`src/rtl/add_np_pkg.sv`:
```
// Shared constants and segment-geometry helpers for the add_np pipelined adder.
// Segment k starts at k*floor(WIDTH/SEGS); the top segment absorbs the remainder bits.
package add_np_pkg;

  localparam int unsigned DEF_WIDTH = 22;
  localparam int unsigned DEF_SEGS  = 3;

  // Enabled cycles from accepting valid_in to valid_out.
  function automatic int unsigned latency(input int unsigned segs);
    return segs + 1;
  endfunction

  localparam int unsigned DEF_LATENCY = latency(DEF_SEGS);

  function automatic int unsigned seg_lo(input int unsigned k, input int unsigned width,
                                         input int unsigned segs);
    return k * (width / segs);
  endfunction

  function automatic int unsigned seg_w(input int unsigned k, input int unsigned width,
                                        input int unsigned segs);
    if (k == segs - 1) return width - (segs - 1) * (width / segs);
    return width / segs;
  endfunction

endpackage

```
`src/rtl/add_np_if.sv`:
```
// Sample/result bus of add_np. The cout/ovf flag signals exist only when
// ADD_NP_OVF_EN is defined.
interface add_np_if #(
  parameter int unsigned WIDTH = 22
);

  logic             valid_in;
  logic             sub;
  logic [WIDTH-1:0] x;
  logic [WIDTH-1:0] y;
  logic             valid_out;
  logic [WIDTH-1:0] sum;
`ifdef ADD_NP_OVF_EN
  logic             cout;
  logic             ovf;
`endif

  modport master (
    output valid_in, sub, x, y,
`ifdef ADD_NP_OVF_EN
    input  cout, ovf,
`endif
    input  valid_out, sum
  );

  modport slave (
    input  valid_in, sub, x, y,
`ifdef ADD_NP_OVF_EN
    output cout, ovf,
`endif
    output valid_out, sum
  );

endinterface

```
`src/rtl/add_seg.sv`:
```
// One carry segment: registered W-bit sum and carry out of a + b + cin.
module add_seg #(
  parameter int unsigned W = 8
) (
  input  logic         clk,
  input  logic         reset,
  input  logic         ena,
  input  logic [W-1:0] a,
  input  logic [W-1:0] b,
  input  logic         cin,
  output logic [W-1:0] s,
  output logic         cout
);

  logic [W:0] total;

  assign total = {1'b0, a} + {1'b0, b} + (W+1)'(cin);

  always_ff @(posedge clk) begin
    if (reset) begin
      s    <= '0;
      cout <= 1'b0;
    end else if (ena) begin
      {cout, s} <= total;
    end
  end

endmodule

```
`src/rtl/add_np.sv`:
```
// add_np: SEGS-stage pipelined WIDTH-bit adder/subtractor, one sample per enabled cycle.
// Define ADD_NP_OVF_EN to add the cout/ovf flag outputs and their MSB pipeline.
module add_np
  import add_np_pkg::*;
#(
  parameter int unsigned WIDTH = DEF_WIDTH,
  parameter int unsigned SEGS  = DEF_SEGS
) (
  input  logic    clk,
  input  logic    reset,
  input  logic    ena,
  add_np_if.slave bus
);

  // xd/yd[k]: operands aligned with segment k's adder inputs.
  logic [WIDTH-1:0] xd     [SEGS];
  logic [WIDTH-1:0] yd     [SEGS];
  // low[k]: finished lower-segment results aligned with segment k's sum register.
  logic [WIDTH-1:0] low    [SEGS];
  logic [WIDTH-1:0] merged [SEGS];
  logic             seg_co [SEGS];
  logic [WIDTH-1:0] seg_s;
  logic [SEGS:0]    vd;
  logic             c0;

  function automatic logic [WIDTH-1:0] below_mask(input int unsigned k);
    return (WIDTH'(1) << seg_lo(k, WIDTH, SEGS)) - WIDTH'(1);
  endfunction

  // Shift by the full width wraps to zero, so a single full-width segment yields all ones.
  function automatic logic [WIDTH-1:0] slice_mask(input int unsigned k);
    return ((WIDTH'(1) << seg_w(k, WIDTH, SEGS)) - WIDTH'(1)) << seg_lo(k, WIDTH, SEGS);
  endfunction

  always_ff @(posedge clk) begin
    if (reset) begin
      c0 <= 1'b0;
      vd <= '0;
      for (int unsigned k = 0; k < SEGS; k++) begin
        xd[k]  <= '0;
        yd[k]  <= '0;
        low[k] <= '0;
      end
    end else if (ena) begin
      xd[0]  <= bus.x;
      yd[0]  <= bus.sub ? ~bus.y : bus.y;
      c0     <= bus.sub;
      low[0] <= '0;
      vd     <= {vd[SEGS-1:0], bus.valid_in};
      for (int unsigned k = 1; k < SEGS; k++) begin
        xd[k]  <= xd[k-1];
        yd[k]  <= yd[k-1];
        low[k] <= merged[k-1];
      end
    end
  end

  // Splice each segment's registered sum above the results already delayed for it.
  always_comb begin
    for (int unsigned k = 0; k < SEGS; k++) begin
      merged[k] = (low[k] & below_mask(k)) | (seg_s & slice_mask(k));
    end
  end

  for (genvar k = 0; k < SEGS; k++) begin : g_seg
    localparam int unsigned LO = seg_lo(k, WIDTH, SEGS);
    localparam int unsigned W  = seg_w(k, WIDTH, SEGS);
    logic cin;

    if (k == 0) begin : g_cin0
      assign cin = c0;
    end else begin : g_cinn
      assign cin = seg_co[k-1];
    end

    add_seg #(.W(W)) u_seg (
      .clk   (clk),
      .reset (reset),
      .ena   (ena),
      .a     (xd[k][LO +: W]),
      .b     (yd[k][LO +: W]),
      .cin   (cin),
      .s     (seg_s[LO +: W]),
      .cout  (seg_co[k])
    );
  end

  assign bus.valid_out = vd[SEGS];
  assign bus.sum       = merged[SEGS-1];

`ifdef ADD_NP_OVF_EN
  logic xmsb;
  logic ymsb;

  // Operand sign bits delayed one more stage to line up with the final sum.
  always_ff @(posedge clk) begin
    if (reset) begin
      xmsb <= 1'b0;
      ymsb <= 1'b0;
    end else if (ena) begin
      xmsb <= xd[SEGS-1][WIDTH-1];
      ymsb <= yd[SEGS-1][WIDTH-1];
    end
  end

  assign bus.cout = seg_co[SEGS-1];
  assign bus.ovf  = (xmsb == ymsb) && (merged[SEGS-1][WIDTH-1] != xmsb);
`endif

endmodule
```
`src/flat_wrapper.sv`:
```
// flat-port wrapper written by rule: the top's interface ports become plain ports
module add_np_flat import add_np_pkg::*;
#(
  parameter int unsigned WIDTH = DEF_WIDTH,
  parameter int unsigned SEGS  = DEF_SEGS
)
  (clk, reset, ena, bus_valid_in, bus_sub, bus_x, bus_y, bus_valid_out, bus_sum);
  add_np_if #(.WIDTH(WIDTH)) bus_i ();
  input  logic clk;
  input  logic reset;
  input  logic ena;
  input wire logic [$bits(bus_i.valid_in)-1:0] bus_valid_in;
  input wire logic [$bits(bus_i.sub)-1:0] bus_sub;
  input wire logic [$bits(bus_i.x)-1:0] bus_x;
  input wire logic [$bits(bus_i.y)-1:0] bus_y;
  output wire logic [$bits(bus_i.valid_out)-1:0] bus_valid_out;
  output wire logic [$bits(bus_i.sum)-1:0] bus_sum;
  assign bus_i.valid_in = bus_valid_in;
  assign bus_i.sub = bus_sub;
  assign bus_i.x = bus_x;
  assign bus_i.y = bus_y;
  assign bus_valid_out = bus_i.valid_out;
  assign bus_sum = bus_i.sum;
  add_np #(.WIDTH(WIDTH), .SEGS(SEGS)) u_core (.clk(clk), .reset(reset), .ena(ena), .bus(bus_i));
endmodule
```
`config.mk`:
```
export PLATFORM = sky130hd
export DESIGN_NAME = add_np_flat
export DESIGN_NICKNAME = d
export VERILOG_FILES = /design/src/rtl/add_np_pkg.sv /design/src/rtl/add_np_if.sv /design/src/rtl/add_seg.sv /design/src/rtl/add_np.sv /design/src/flat_wrapper.sv
export SDC_FILE = /design/constraint.sdc
export NUM_CORES = 1
export LEC_CHECK = 0
export CELL_PAD_IN_SITES_DETAIL_PLACEMENT = 1
export CELL_PAD_IN_SITES_GLOBAL_PLACEMENT = 2
export CORE_MARGIN = 5
export CORE_UTILIZATION = 39
export DETAILED_ROUTE_END_ITERATION = 10
export PLACE_DENSITY_LB_ADDON = 0.1
export SETUP_SLACK_MARGIN = 0.05
export SYNTH_ARGS = -nofsm -noshare
export SYNTH_HDL_FRONTEND = slang
export SYNTH_SLANG_ARGS = --single-unit
```
`constraint.sdc`:
```
create_clock -name clk -period 5.7 [get_ports clk]
set_clock_uncertainty 0.15 [all_clocks]
set_input_delay 0.855 -clock clk [delete_from_list [all_inputs] [get_ports clk]]
set_output_delay 0.855 -clock clk [all_outputs]
set_load 0.1 [all_outputs]
```
==> results_dict.tcl <==
set metrics [dict create \
    dieArea_mm2 0.01864 \
    cts_tree "done" \
    synth_cell_types 44 \
    path_cells "clkdlybuf4s50_1, inv_1, nand2_4, buf_4" \
    grt_use_total_pct 14.57 \
    ys_ff_latch 140 \
    synth_area_leaders "edfxtp_1, dfxtp_1, and2_1" \
    fin_setup_tns_ps 0 \
    fin_crit_sh_pct 60.68 \
    cts-resized-gates 0 \
    pre_cts_slack_ps 1720 \
    placed_cells 754 \
    yosys.area.top_type "edfxtp_1" \
    first_global_vias 4022 \
    syn2layout_area_growth_pct 23.68 \
    die_y_um 136.5 \
    grt_overflow_total 0 \
    fp-row-count 46 \
    seq_power_share_pct 46.2 \
    crit_buf_inv 3 \
    grt_max_degree 52 \
    total_power_mw 2.624 \
    netlist.area_leader.share_pct 53.38 \
    p_switching_mw 0.6364 \
    antenna_found_initial 0 \
    fmax_mhz 289.1 \
    start_util_pct 39.60 \
    finalMaxSlewViolations 0 \
    drt_iter0_drc 198 \
    required_ps 5610 \
    setup_viol 0 \
    worst_pin_slew_ps 1100 \
    cap_violations 0 \
    top_level_ports 72 \
    syn_area_mm2 0.006245 \
    worstSetupStartpointType "input port" \
    synth-main-ff-cell "edfxtp_1" \
    crit_arrival_ps 3370 \
    min-delay-start "u_core.g_seg[0].u_seg.s[3]" \
    die_x_um 136.5 \
    rsz0062_at_grt "no" \
    port_buffers 71 \
    worst_slack_ps 2241 \
    leakagePower_nw 2.986 \
    grt_pass1_wl_mm 20.58 \
    cts_setup_buffers 0 \
    p_int_mw 1.988 \
    yosys_warnings 0 \
    min_period_ps 3459 \
    pwr-share-clk_pct 41.0 \
    r2r-start "u_core.xd[0][0]" \
    gp_congestion 0.7619 \
    peakVddDrop_mv 0.2154 \
    clk_pin_slew_ps 60 \
    async_flop_share_pct 0 \
    postSynthNetCount 560 \
    clk_path_buf_depth 2 \
    clock_sinks 140 \
    cts-root-buf "clkbuf_16" \
    antenna_left 0 \
    layout.cells.non_filler 785 \
    ctsHoldBuffers 0 \
    crit_path_end_kind "flop" \
    status "complete, no violations" \
    p_per_area_mw_per_mm2 339.8 \
    wirelength_mm 12.55 \
    diodes 0 \
    htree_levels 4 \
    synth_edf_count 111 \
    slowest_stage "clkdlybuf4s50_1" \
    crit_fanout 50 \
    wire_per_inst_um 15.98 \
    crit_start "reset" \
    nets 630 \
    dp_hpwl_mm 7.990 \
    combPwrFrac_pct 12.8 \
    core_mm2 0.01577 \
    route.detailed.drc 0 \
    hp-class "reg -> reg" \
    yosysSeqAreaShare_pct 62.67 \
    relSlewSlack_pct 26.58 \
    switching_share_pct 24.25 \
    cts_made_buffers 17 \
    vias 3843 \
    drive_gt1_share_pct 7.030 \
    dr.pass1.iters 4 \
    insertion_delay_ps 420 \
    netlist_instances 487 \
    via_per_inst 4.896 \
    criticalPathCategory "in -> reg" \
    syn_avg_cell_area_um2 12.82 \
    cpPeakStageDelay_ps 920 \
    hold_violations 0 \
    cpLargestDelayFamily "buffers and inverters" \
]
power by group through the flow:
stage | clock network (mW) | registers [mW] | logic, mW
final | 1.08 | 1.21 | 0.337
after global routing | 1.14 | 1.22 | 0.367
after CTS | 1.10 | 1.21 | 0.342
after detailed placement | 0 | 1.23 | 0.339
after global placement | 0 | 1.23 | 0.331
after floorplan | 0 | 1.31 | 0.156
flip-flops by register name, indices dropped and copies added, names as in the netlist:
signal                   cells
u_core.yd                   45
u_core.g_seg.u_seg.cout      2
u_core.xd                   45
u_core.vd                    4
u_core.g_seg.u_seg.s        22
u_core.low                  21
u_core.c0                    1
final cells by class:
| class | count | area, um2 |
|---|---|---|
| multi-input cells | 307 | 2163 |
| flip-flops and latches | 140 | 3914 |
| clock buffers | 21 | 440.4 |
| inverters | 13 | 48.80 |
| fillers | 1629 | 8046 |
| repair buffers | 78 | 763.2 |
| clock inverters | 10 | 123.9 |
| well taps | 216 | 270.3 |
tightest hold or removal path, delay by kind of cell (launching register included):
kind,cells,cell delay (ps)
flops,1,300
simple gates,1,60
compound gates,1,50
logic make-up after synthesis:
family | Yosys count | synth area share (%)
simple gates | 184 | 16.17
mux | 10 | 1.643
flops | 140 | 62.67
xor+xnor | 23 | 3.226
compound gates | 66 | 7.834
buf+inv | 40 | 2.925
fa+ha+maj | 24 | 5.530
layout by cell type, fill, tap and decap left out, types with 4 or more instances in the layout:
| master | Yosys | routed |
|---|---|---|
| o21a_1 | 10 | 10 |
| xnor2_1 | 23 | 23 |
| a21oi_1 | 11 | 11 |
| nor2b_1 | 7 | 6 |
| ha_1 | 18 | 18 |
| fa_1 | 6 | 6 |
| nand3_1 | 8 | 8 |
| clkbuf_16 | 0 | 17 |
| clkbuf_1 | 12 | 4 |
| a31oi_1 | 7 | 7 |
| mux2i_1 | 8 | 8 |
| a211o_1 | 5 | 5 |
| nand2_1 | 11 | 10 |
| dfxtp_1 | 29 | 29 |
| edfxtp_1 | 111 | 111 |
| inv_1 | 13 | 13 |
| clkdlybuf4s50_1 | 0 | 71 |
| nor2_1 | 41 | 41 |
| a21o_1 | 4 | 4 |
| a211oi_1 | 7 | 7 |
| nor3_1 | 12 | 12 |
| buf_4 | 0 | 7 |
| and2_1 | 89 | 89 |
per-layer routing:
layer	vias up	track usage (%)	share of wire, %
li1	1873	-	-
met1	1888	18.99	46
met2	66	22.78	48
met3	16	4.191	3.6
met4	0	6.215	1.6
met5	-	0	0
stage by stage:
step           area (um2)  util [%]  hold slack (ps)
3_3_place_gp         7159     45.40            300.4
2_1_floorplan        6245         -            285.5
6_report             7724     48.98            311.5
4_1_cts              7724     48.98            311.2
5_1_grt              7724     48.98            323.8
3_5_place_dp         7159     45.40            302.2
path summary, 6_finish.rpt:
kind	end	cells after the start	slack, ps
max	u_core.xd[0][12]	4	2240
min	u_core.g_seg[0].u_seg.s[3]	2	310
max reg2reg	u_core.g_seg[0].u_seg.s[6]	7	3470
min reg2reg	u_core.g_seg[0].u_seg.s[3]	2	310
synth_stat cells, types with 3 or more instances:
| cell type | count |
|---|---|
| a211o_1 | 5 |
| a211oi_1 | 7 |
| a21o_1 | 4 |
| a21oi_1 | 11 |
| a31oi_1 | 7 |
| and2_1 | 89 |
| buf_1 | 4 |
| buf_2 | 8 |
| buf_6 | 3 |
| clkbuf_1 | 12 |
| dfxtp_1 | 29 |
| edfxtp_1 | 111 |
| fa_1 | 6 |
| ha_1 | 18 |
| inv_1 | 13 |
| mux2i_1 | 8 |
| nand2_1 | 11 |
| nand2b_1 | 3 |
| nand3_1 | 8 |
| nor2_1 | 41 |
| nor2b_1 | 7 |
| nor3_1 | 12 |
| nor4b_1 | 3 |
| o2111ai_1 | 3 |
| o211ai_1 | 3 |
| o21a_1 | 10 |
| o21ai_0 | 3 |
| o32ai_1 | 3 |
| xnor2_1 | 23 |
Power figures use the tool's default switching activity.
==> RTL edit, RTL diff (config.mk and constraints unchanged) <==
Change the package constant `DEF_WIDTH` from 22 to 20.
--- a/src/rtl/add_np_pkg.sv
+++ b/src/rtl/add_np_pkg.sv
@@ -2,7 +2,7 @@
 // Segment k starts at k*floor(WIDTH/SEGS); the top segment absorbs the remainder bits.
 package add_np_pkg;
 
-  localparam int unsigned DEF_WIDTH = 22;
+  localparam int unsigned DEF_WIDTH = 20;
   localparam int unsigned DEF_SEGS  = 3;
 
   // Enabled cycles from accepting valid_in to valid_out.
Ports: changed (resized bus_sum, bus_x and bus_y); port bits go from 72 to 66. The function was not compared with the original's and may differ.
==> RTL edit against the original RTL <==
  * Synthesized area down 9.2%
  * Design area down 8.2%
  * Routed wire length down 17%
  * Sequential cell count down 11
  * Setup slack better by 310 ps
  * Total power down 3.5%
  * Register-to-register slack worse by 90 ps
  * Highest routed layer unchanged
==> RTL edit: results (changes against the original RTL) <==
metric,value,unit,change
ys_types,43,,-2.3%
drive_gt1_share,8.235,%,+1.2 points
grt_max_degree,85,,+63%
synth-xor-area-share,4.172,%,+0.95 points
nets,564,,-10%
vias,3351,,-13%
synthAdderAreaFrac,5.651,%,+0.12 points
slowest_stage,inv_4,,
dp_cells,662,,-12%
synth_mux_area_share,1.943,%,+0.30 points
r2r-start,u_core.xd[0][52],,
synth_area_per_cell,13.09,um2,+2.1%
met2_length,4750,um,-22%
grt_use_met3,4.472,%,+0.28 points
clkPwrFrac,44.0,%,+3.0 points
fin_crit_sh,55.23,%,-5.4 points
wl_per_cell,15.05,um,-5.9%
whs,322.5,ps,+11.00 ps
track_usage,13.32,%,-1.3 points
dpl.hpwl,6841,um,-14%
slowest_delay,780,ps,-140 ps
sequentialPower,0.00112,W,-7%
grt_util_met2,19.78,%,-3.0 points
synth_edf_count,102,,-8.1%
run_status,completed,,
## RTL edit: cell types whose count changed after synthesis, sizes merged, moves of 5 or more
cell and delta:
nor3b +5, nand2b +5, and2 -7, inv -6, buf -6, o21a -5
nor2b -5, edfxtp -9, a21oi -6, a31oi -5, nand2 -5, nor3 -9
## RTL edit: kinds of logic (layout without fill, tap and decap cells)
kind of cell	after synthesis	in the layout
and+or+nand+nor	169	169
DFF	129	129
AOI/OAI and AO/OA	44	44
buffers and inverters	31	108
xor gates and xnor gates	27	27
adders and majority gates	22	22
muxes	11	11
## RTL edit: area by class of cell
class                   count  area, um2  area share [%]
inverters                   7      28.78          0.4058
clock buffers              22      484.2           6.828
flip-flops and latches    129       3603           50.81
repair buffers             69      675.6           9.527
well taps                 184      230.2           3.246
multi-input cells         273       1938           27.33
clock inverters            10      131.4           1.853
## RTL edit: metrics by stage
stage	cell area (um2)	utilization, %
floorplan	5668	-
global placement	6476	45.07
detailed placement	6476	45.07
CTS	7092	49.36
global route	7092	49.36
finish	7092	49.36
